File: src/rtl/leopard_seq_pkg.sv
// Shared types for the leopard voice sequencer: opcodes, FSM states,
// the queued command bundle and the per-voice controls strobe bit map.
package leopard_seq_pkg;

  typedef enum logic [2:0] {
    OP_NOP        = 3'd0,
    OP_SET_PITCH  = 3'd1,
    OP_SET_VOLUME = 3'd2,
    OP_SET_OCTAVE = 3'd3,
    OP_WRITE_BYTE = 3'd4,
    OP_GATE_ON    = 3'd5,
    OP_GATE_OFF   = 3'd6,
    OP_RSVD       = 3'd7
  } op_e;

  typedef enum logic [2:0] {
    S_IDLE    = 3'd0,
    S_REG     = 3'd1,
    S_PTR_HI  = 3'd2,
    S_PTR_LO  = 3'd3,
    S_WT_DATA = 3'd4,
    S_GATE    = 3'd5
  } state_e;

  typedef struct packed {
    op_e         op;
    logic [3:0]  voice;
    logic [11:0] addr;
    logic [7:0]  data;
  } cmd_t;

  // Bit positions inside one voice's 8-bit controls strobe group
  localparam logic [2:0] WEN_PTR_HI_OCT = 3'd0;
  localparam logic [2:0] WEN_PTR_LO     = 3'd1;
  localparam logic [2:0] WEN_PITCH      = 3'd2;
  localparam logic [2:0] WEN_VOLUME     = 3'd3;

endpackage

File: src/rtl/leopard_cmd_fifo.sv
// Synchronous command FIFO (DEPTH entries, power of two, >= 2).
// Ports: aclk/areset (sync, active-high), i_push/i_din, o_full,
// i_pop/o_dout (head, show-ahead), o_empty.
module leopard_cmd_fifo
  import leopard_seq_pkg::*;
#(
  parameter int DEPTH = 8
) (
  input  logic aclk,
  input  logic areset,
  input  logic i_push,
  input  cmd_t i_din,
  output logic o_full,
  input  logic i_pop,
  output cmd_t o_dout,
  output logic o_empty
);

  localparam int AW = $clog2(DEPTH);
  localparam logic [AW:0] ONE = (AW+1)'(1);

  cmd_t        r_mem [DEPTH];
  logic [AW:0] r_wptr;
  logic [AW:0] r_rptr;
  logic        w_full;
  logic        w_empty;
  logic        w_push;
  logic        w_pop;

  // Extra pointer bit distinguishes full from empty
  assign w_full  = (r_wptr[AW] != r_rptr[AW]) &&
                   (r_wptr[AW-1:0] == r_rptr[AW-1:0]);
  assign w_empty = (r_wptr == r_rptr);
  // Full is judged before any same-cycle pop: no bypass
  assign w_push  = i_push && !w_full;
  assign w_pop   = i_pop && !w_empty;

  assign o_full  = w_full;
  assign o_empty = w_empty;
  assign o_dout  = r_mem[r_rptr[AW-1:0]];

  always_ff @(posedge aclk) begin
    if (w_push) begin
      r_mem[r_wptr[AW-1:0]] <= i_din;
    end
  end

  always_ff @(posedge aclk) begin
    if (areset) begin
      r_wptr <= '0;
      r_rptr <= '0;
    end else begin
      if (w_push) r_wptr <= r_wptr + ONE;
      if (w_pop)  r_rptr <= r_rptr + ONE;
    end
  end

endmodule

File: src/rtl/leopard_voice_sequencer.sv
// Expands queued host commands into single-cycle voice strobes and gates.
// Ports: aclk/areset, cmd_* valid/ready push port, voice_controls bus,
// voice_controls_wen / voice_wavetable_wen strobes, voice_gate, busy.
// Option: LEOPARD_SEQ_PTR_CACHE_EN skips pointer strobes that match shadow.
module leopard_voice_sequencer
  import leopard_seq_pkg::*;
#(
  parameter int VOICES     = 4,
  parameter int FIFO_DEPTH = 8
) (
  input  logic                  aclk,
  input  logic                  areset,
  input  logic                  cmd_valid,
  output logic                  cmd_ready,
  input  logic [2:0]            cmd_op,
  input  logic [3:0]            cmd_voice,
  input  logic [11:0]           cmd_addr,
  input  logic [7:0]            cmd_data,
  output logic [7:0]            voice_controls,
  output logic [VOICES*8-1:0]   voice_controls_wen,
  output logic [VOICES-1:0]     voice_wavetable_wen,
  output logic [VOICES-1:0]     voice_gate,
  output logic                  busy
);

  localparam int WW = VOICES * 8;

  cmd_t              w_din;
  cmd_t              w_head;
  logic              w_full;
  logic              w_empty;
  logic              w_pop;
  logic              w_vok;
  logic [VOICES-1:0] w_vmask;

  state_e            r_state;
  cmd_t              r_cmd;
  logic [7:0]        r_ctrl;
  logic [WW-1:0]     r_wen;
  logic [VOICES-1:0] r_wt;
  logic [VOICES-1:0] r_gate;
  // Sized for the full 4-bit voice field; unused entries stay at reset
  logic [11:0]       r_wptr [16];
  logic [3:0]        r_oct  [16];

  assign w_din = '{
    op:    op_e'(cmd_op),
    voice: cmd_voice,
    addr:  cmd_addr,
    data:  cmd_data
  };

  assign w_pop = (r_state == S_IDLE);

  leopard_cmd_fifo #(
    .DEPTH (FIFO_DEPTH)
  ) u_fifo (
    .aclk    (aclk),
    .areset  (areset),
    .i_push  (cmd_valid),
    .i_din   (w_din),
    .o_full  (w_full),
    .i_pop   (w_pop),
    .o_dout  (w_head),
    .o_empty (w_empty)
  );

  assign w_vok   = ({1'b0, w_head.voice} < 5'(VOICES));
  assign w_vmask = VOICES'(1) << r_cmd.voice;

`ifdef LEOPARD_SEQ_PTR_CACHE_EN
  logic w_hd_hi_eq;
  logic w_hd_lo_eq;
  logic w_cur_lo_eq;
  assign w_hd_hi_eq  = (w_head.addr[11:8] == r_wptr[w_head.voice][11:8]);
  assign w_hd_lo_eq  = (w_head.addr[7:0] == r_wptr[w_head.voice][7:0]);
  assign w_cur_lo_eq = (r_cmd.addr[7:0] == r_wptr[r_cmd.voice][7:0]);
`endif

  function automatic logic [WW-1:0] wen_bit(
    input logic [3:0] v,
    input logic [2:0] b
  );
    return WW'(1) << {v, b};
  endfunction

  assign cmd_ready           = !w_full;
  assign busy                = !w_empty || (r_state != S_IDLE);
  assign voice_controls      = r_ctrl;
  assign voice_controls_wen  = r_wen;
  assign voice_wavetable_wen = r_wt;
  assign voice_gate          = r_gate;

  // Strobes are registered while in a state, so each shows up
  // the cycle after that state and always drops back to zero.
  always_ff @(posedge aclk) begin
    if (areset) begin
      r_state <= S_IDLE;
      r_cmd   <= '0;
      r_ctrl  <= '0;
      r_wen   <= '0;
      r_wt    <= '0;
      r_gate  <= '0;
      for (int i = 0; i < 16; i++) begin
        r_wptr[i] <= '0;
        r_oct[i]  <= '0;
      end
    end else begin
      r_ctrl <= '0;
      r_wen  <= '0;
      r_wt   <= '0;
      unique case (r_state)
        S_IDLE: begin
          if (!w_empty) begin
            r_cmd <= w_head;
            if (!w_vok) begin
              r_state <= S_IDLE;
            end else begin
              case (w_head.op)
                OP_SET_PITCH,
                OP_SET_VOLUME,
                OP_SET_OCTAVE: r_state <= S_REG;
                OP_WRITE_BYTE: begin
`ifdef LEOPARD_SEQ_PTR_CACHE_EN
                  if (!w_hd_hi_eq)      r_state <= S_PTR_HI;
                  else if (!w_hd_lo_eq) r_state <= S_PTR_LO;
                  else                  r_state <= S_WT_DATA;
`else
                  r_state <= S_PTR_HI;
`endif
                end
                OP_GATE_ON,
                OP_GATE_OFF:   r_state <= S_GATE;
                default:       r_state <= S_IDLE;
              endcase
            end
          end
        end
        S_REG: begin
          case (r_cmd.op)
            OP_SET_PITCH: begin
              r_wen  <= wen_bit(r_cmd.voice, WEN_PITCH);
              r_ctrl <= r_cmd.data;
            end
            OP_SET_VOLUME: begin
              r_wen  <= wen_bit(r_cmd.voice, WEN_VOLUME);
              r_ctrl <= r_cmd.data;
            end
            default: begin
              // Octave shares the register with pointer-high bits
              r_wen  <= wen_bit(r_cmd.voice, WEN_PTR_HI_OCT);
              r_ctrl <= {r_cmd.data[3:0], r_wptr[r_cmd.voice][11:8]};
              r_oct[r_cmd.voice] <= r_cmd.data[3:0];
            end
          endcase
          r_state <= S_IDLE;
        end
        S_PTR_HI: begin
          r_wen  <= wen_bit(r_cmd.voice, WEN_PTR_HI_OCT);
          r_ctrl <= {r_oct[r_cmd.voice], r_cmd.addr[11:8]};
`ifdef LEOPARD_SEQ_PTR_CACHE_EN
          r_state <= w_cur_lo_eq ? S_WT_DATA : S_PTR_LO;
`else
          r_state <= S_PTR_LO;
`endif
        end
        S_PTR_LO: begin
          r_wen   <= wen_bit(r_cmd.voice, WEN_PTR_LO);
          r_ctrl  <= r_cmd.addr[7:0];
          r_state <= S_WT_DATA;
        end
        S_WT_DATA: begin
          r_wt    <= w_vmask;
          r_ctrl  <= r_cmd.data;
          r_wptr[r_cmd.voice] <= r_cmd.addr;
          r_state <= S_IDLE;
        end
        S_GATE: begin
          if (r_cmd.op == OP_GATE_ON) r_gate <= r_gate | w_vmask;
          else                        r_gate <= r_gate & ~w_vmask;
          r_state <= S_IDLE;
        end
        default: r_state <= S_IDLE;
      endcase
    end
  end

endmodule

File: config.mk
export PLATFORM = sky130hd
export DESIGN_NAME = leopard_voice_sequencer
export DESIGN_NICKNAME = d
export VERILOG_FILES = /design/src/rtl/leopard_seq_pkg.sv /design/src/rtl/leopard_cmd_fifo.sv /design/src/rtl/leopard_voice_sequencer.sv
export SDC_FILE = /design/constraint.sdc
export NUM_CORES = 1
export LEC_CHECK = 0
export CORE_MARGIN = 2
export CORE_UTILIZATION = 54
export DETAILED_ROUTE_END_ITERATION = 7
export PLACE_DENSITY = 0.75
export SLEW_MARGIN = 0
export SYNTH_ARGS = -nofsm -noshare
export SYNTH_HDL_FRONTEND = slang
export SYNTH_SLANG_ARGS = --single-unit
File: constraint.sdc
create_clock -name aclk -period 3.5 [get_ports aclk]
set_input_delay 0.525 -clock aclk [delete_from_list [all_inputs] [get_ports aclk]]
set_output_delay 0.525 -clock aclk [all_outputs]
set_load 0.02 [all_outputs]
Word level (Yosys, flattened, before mapping):

Memory sizes are Yosys's and may differ from the RTL's. A register that Yosys moved wholly into a read port is not among the register bits.
Cells that the tools add are included.

* shift operators: 5
* reductions and logical operators: 15
* multiplexer cells: 32
* $add $sub $neg: 2
* magnitude comparators: 1
* equality and inequality tests: 18
* bitwise logic cells: 5
* divide/modulo/power cells: 0
* multiply operators: 0

Operator list (count)
* << shifter 1 x 7 -> 32 bit (first input constant): 4
* one-hot mux 32 bit (3 select lines): 1
* one-hot mux 32 bit (2 select lines): 1
* two-way mux 4 bit: 8
* one-hot mux 8 bit (4 select lines): 1
* equality test 3 bit (second input constant): 6
* one-hot mux 3 bit (3 select lines): 2
* equality test 3 x 2 -> 1 bit (second input constant): 5
* two-way mux 1 bit: 13
* two-way mux 12 bit: 1
* two-way mux 3 bit: 4
* OR reduction 12 bit: 1
* equality test 3 x 1 -> 1 bit (second input constant): 3
* adder 4 x 1 -> 4 bit (second input constant): 2
* two-way mux 8 bit: 1
* OR reduction 2 bit: 3
* AND 4 bit: 1
* equality test 4 bit: 1
* < comparator 4 x 3 -> 1 bit (second input constant): 1
* NOT 4 bit: 1
* OR 4 bit: 1
* OR reduction 4 bit: 1
* << shifter 1 x 4 -> 4 bit (first input constant): 1
* equality test 3 bit: 1
* 10 further kinds: 14

* memories kept: 3
* bits of input ports: 30
* output and inout port bits: 50
* bits in latches: 0
* bits in read-only memories: 0
* bits in registers: 86
* RAM bits: 472

Memories
* u_fifo.r_mem: words 8, width 27, rd ports 1, clocked after memory_dff 1, wr ports 1, line leopard_cmd_fifo.sv:22 `cmd_t r_mem [DEPTH];`
* r_wptr: words 16, width 12, rd ports 1, clocked after memory_dff 1, wr ports 16, line leopard_voice_sequencer.sv:43 `logic [11:0] r_wptr [16];`
* r_oct: words 16, width 4, rd ports 1, clocked after memory_dff 1, wr ports 16, line leopard_voice_sequencer.sv:44 `logic [3:0] r_oct [16];`

Longest topological paths before layout:

* word-level depth: 8
* mapped depth: 7
* depth with buffers taken out: 5

Modules after synthesis:

A second synthesis with hierarchy kept.

* cell total of the unflattened synthesis: 1104
* area total of the unflattened synthesis: 17623.2 um^2

Modules (own cells, without submodules)
* leopard_cmd_fifo: times used 1, area each 8852.2 um^2, cells each 396
* leopard_voice_sequencer: times used 1, area each 8770.9 um^2, cells each 708

Worst setup path after synthesis:

OpenSTA, ideal clock, no wires.

* path kind: reg2reg
* start point: register u_fifo.r_wptr[2]
* end point: memory u_fifo.r_mem[0][0] (netlist bit), enable pin
* library setup time: 445 ps
* path slack: -50 ps
* clock period less this slack: 3550 ps
* arrival: 3105 ps
* required time: 3055 ps
* path buffers: 1
* cell stages (with the launch flop): 6
* path through: dfxtp_1 buf_2 xnor2_1 a41oi_1 nand2b_1 nor3_1

* longest elaborated chain between the ends: 6

Ends and longest elaborated chain
* from (decl): line leopard_cmd_fifo.sv:23 `logic [AW:0] r_wptr;`
* from (signal assigned): line leopard_cmd_fifo.sv:53 `if (w_push) r_wptr <= r_wptr + ONE;`
* equality test 3 bit: line leopard_cmd_fifo.sv:32 `(r_wptr[AW-1:0] == r_rptr[AW-1:0]);`
* logical AND 1 bit: line leopard_cmd_fifo.sv:31 `assign w_full = (r_wptr[AW] != r_rptr[AW]) &&`
* zero test 1 bit: line leopard_cmd_fifo.sv:35 `assign w_push = i_push && !w_full;`
* logical AND 1 bit: line leopard_cmd_fifo.sv:35
* two-way mux 1 bit: line leopard_cmd_fifo.sv:43 `if (w_push) begin`
* two-way mux 1 bit (not written as such): line leopard_cmd_fifo.sv:44 `r_mem[r_wptr[AW-1:0]] <= i_din;`
* to (decl): line leopard_cmd_fifo.sv:22

Parallel ways exist; a longest one is shown, timed or not.

Worst setup path in the final report:

* start point: register u_fifo.r_wptr[2]
* end point: output busy

* longest elaborated chain between the ends: 3

Ends and longest elaborated chain
* equality test 4 bit: line leopard_cmd_fifo.sv:33 `assign w_empty = (r_wptr == r_rptr);`
* zero test 1 bit: line leopard_voice_sequencer.sv:88 `assign busy = !w_empty || (r_state != S_IDLE);`
* logical OR 1 bit: line leopard_voice_sequencer.sv:88
* to (decl): line leopard_voice_sequencer.sv:23 `output logic busy`

Every way passes these cells.

==> metrics.txt <==
setup_tns 0 ps; Reg clk slew, reported paths 60 ps; Power per Cell Area 658 nW/um^2; final setup vio count 0; outcome finished clean; CP max stage delay 550 ps; Tcrit/Tclk final 83.9%; dpl hpwl 21,500 um; minimum clock period 2940 ps; number of post-CTS setup repair buffers 0; per-cell routed wire length 22.1 um; GRT Residual Overflow 0; Ant. Diodes 0; I/O pins 80; most common cell after layout, fill and taps aside edfxtp_1; ys flop type edfxtp_1; crit path launch type flip-flop; Ys Warns 0; post-DR vias/cell 5.77; Die X 183 um; worst r2r src r_state[0]; crit path to busy; post-synthesis sequential area ratio 68.8%; vias in the first global route 9,138; Critical path origin u_fifo.r_wptr[2]; Area after DPL 18,200 um^2; EDFF count, synth 344; FMAX 0.340 GHz; CP Data Arrival Time 2410 ps; sw frac 28.0%; Die Y 183 um; flops & latches, synth 421; hold buffer count at CTS 0; Crit Path Category flip-flop to primary output; share of layout cells above drive strength 1 18.8%; CP Cell Sequence xnor2_1 > nand3_1 > nor2_1 > nand2_1 > clkdlybuf4s50_1; initial antenna violation count 0; Sink Count 421; RD Place Congestion 0.782; H-tree Lvls 2; residual DRC count 0; routed vias 8,875; final-stage net count 1,134; Hold Startpoint r_cmd[9]; worst r2r path cells 5; CTS tree done; syn_area_per_cell 16.7 um^2; Internal 9.27 mW; Filler cells 2,210; Reg power frac 48.7%; CP top delay family buffers and inverters; largest net degree at the start of global routing 59; RSZ-0062 raised after global routing no; clock tree buffer depth 3; std cell rows 65; mapped cell area 17,300 um^2; Clk network pwr share 32.9%; GRT Total Usage 20.7%; Clock Skew 16.4 ps; final instance area 19,600 um^2; crit end category primary output; die footprint 33,400 um^2; Tightest Hold Check Type flip-flop to flip-flop; most frequent cells in the layout edfxtp_1 (344), and2_1 (101), nor2_1 (75); Final Max Tran Viols 0; Synth async-reset ratio 0%; critical path depth 5; worst path buffer plus inverter count 1; cells resized by post-CTS repair 0; peak supply drop 0.573 mV; Core Area 31,500 um^2; Synth cell types 51; leakage power 6.73 nW; CTS Buf Count 43; first-pass GRT wire length 52,300 um; Post-Synthesis Cells 1,034; reg-to-reg slack, setup 810 ps; Comb power frac 18.4%; DRT Pass-1 Iters 5; Max transition margin 34.6%; Initial Util 54.8%; worst-path fanout max 8; area delta synth->final 13.4%; CTS root buf clkbuf_16; Crit Reg-Reg Endpoint r_oct[7][3]; DRT iter0 DRCs 831; Clk Latency, worst-skew pair 540 ps; Worst EP required 2970 ps; Critical-path top delay cell clkdlybuf4s50_1; Routed Antenna Nets 0; Max Cap Violations 0; worst slew pin tran 979 ps; number of buffers added on ports 63; Routed WL 34,000 um; final hold violation count 0; P_sw 3.61 mW
[power groups by stage]
stage	clock (mW)	sequential, mW	combinational [mW]
3_5_place_dp	0	6.38	2.38
6_report	4.24	6.27	2.37
3_3_place_gp	0	6.37	2.34
4_1_cts	4.32	6.28	2.39
5_1_grt	4.52	6.33	2.57
2_1_floorplan	0	5.91	2.16
[synth_stat cells (4+ instances only)]
cell      count  area [um^2]
nand2_1      28          105
or2_2        30          188
nand2b_1      9         56.3
and2_1      101          632
mux4_2       73         1640
o21ai_1       4         20.0
buf_4        21          158
clkbuf_1     33          124
and3_1       37          231
xnor2_1       6         52.6
mux4_1       21          552
a211oi_1     31          233
inv_1         4         15.0
edfxtp_1    344        10300
nor2_1       80          300
a21o_1        4         30.0
xor2_1        6         52.6
buf_6         5         56.3
buf_2        17         85.1
buf_1         7         26.3
a222oi_1      8         80.1
nor3_1        9         45.0
a21oi_1      11         55.1
nand4_1       4         25.0
dfxtp_1      77         1540
mux2i_1      26          260
nor3b_1       4         30.0
[layer usage]
metal  part of all wire, %  vias up  wire length, um  track usage, %
li1                      -     4085                -               -
met1                    41     4508            13900            26.5
met2                    52      230            17700            36.8
met3                   5.2       52             1760            3.63
met4                   1.8        0              621            5.66
met5                     0        -                0               0
[worst reg2reg max path, cell delays in order, from the launching register on]
cell and delay (ps):
dfxtp_1 520, or3b_4 460, a21oi_1 660, nand2_1 290, nor2_1 270, or2_2 210
[logic make-up after synthesis]
family	share of synthesized area [%]
other cells	0.0217
simple gates	10.0
flops	68.8
fa+ha+maj	0.145
compound gates	3.10
buf+inv	2.81
xor+xnor	0.609
mux	14.5
[worst min-delay path by stage]
stage                           end  slack, ps  depth (start not counted)
after floorplan            r_cmd[4]        480                          2
after global placement    r_cmd[10]        490                          2
after detailed placement   r_cmd[9]        500                          2
after CTS                 flip-flop        500                          2
after global routing       r_cmd[4]        530                          2
final                      r_cmd[9]        510                          2
[layout make-up]
cell class              count  area (um^2)  share of cell area [%]
flip-flops and latches    421        11900                    60.7
multi-input cells         540         5010                    25.6
clock buffers              61         1220                    6.22
repair buffers             92          843                    4.31
well taps                 402          503                    2.57
clock inverters            19          101                   0.518
inverters                   4         15.0                  0.0767
[state kept, by name (all words and copies together) (netlist names), 4 cells and up, named ones only]
signal	cells
voice_controls_wen	16
r_oct	64
r_cmd	27
u_fifo.r_wptr	4
u_fifo.r_mem	216
voice_controls	8
r_wptr	64
u_fifo.r_rptr	4
voice_wavetable_wen	4
[stage by stage]
step | util [%] | power, mW | hold WS [ps] | std cells | setup slack (ps)
2_1_floorplan | - | 8.07 | 478 | 1049 | 658
3_3_place_gp | 58.0 | 8.71 | 492 | 1459 | 814
3_5_place_dp | 58.0 | 8.77 | 497 | 1459 | 733
4_1_cts | 62.2 | 13.0 | 503 | 1539 | 522
5_1_grt | 62.2 | 13.4 | 527 | 1539 | 415
6_report | 62.2 | 12.9 | 508 | 1539 | 562
Note: power is estimated with default switching activity, not from simulation.
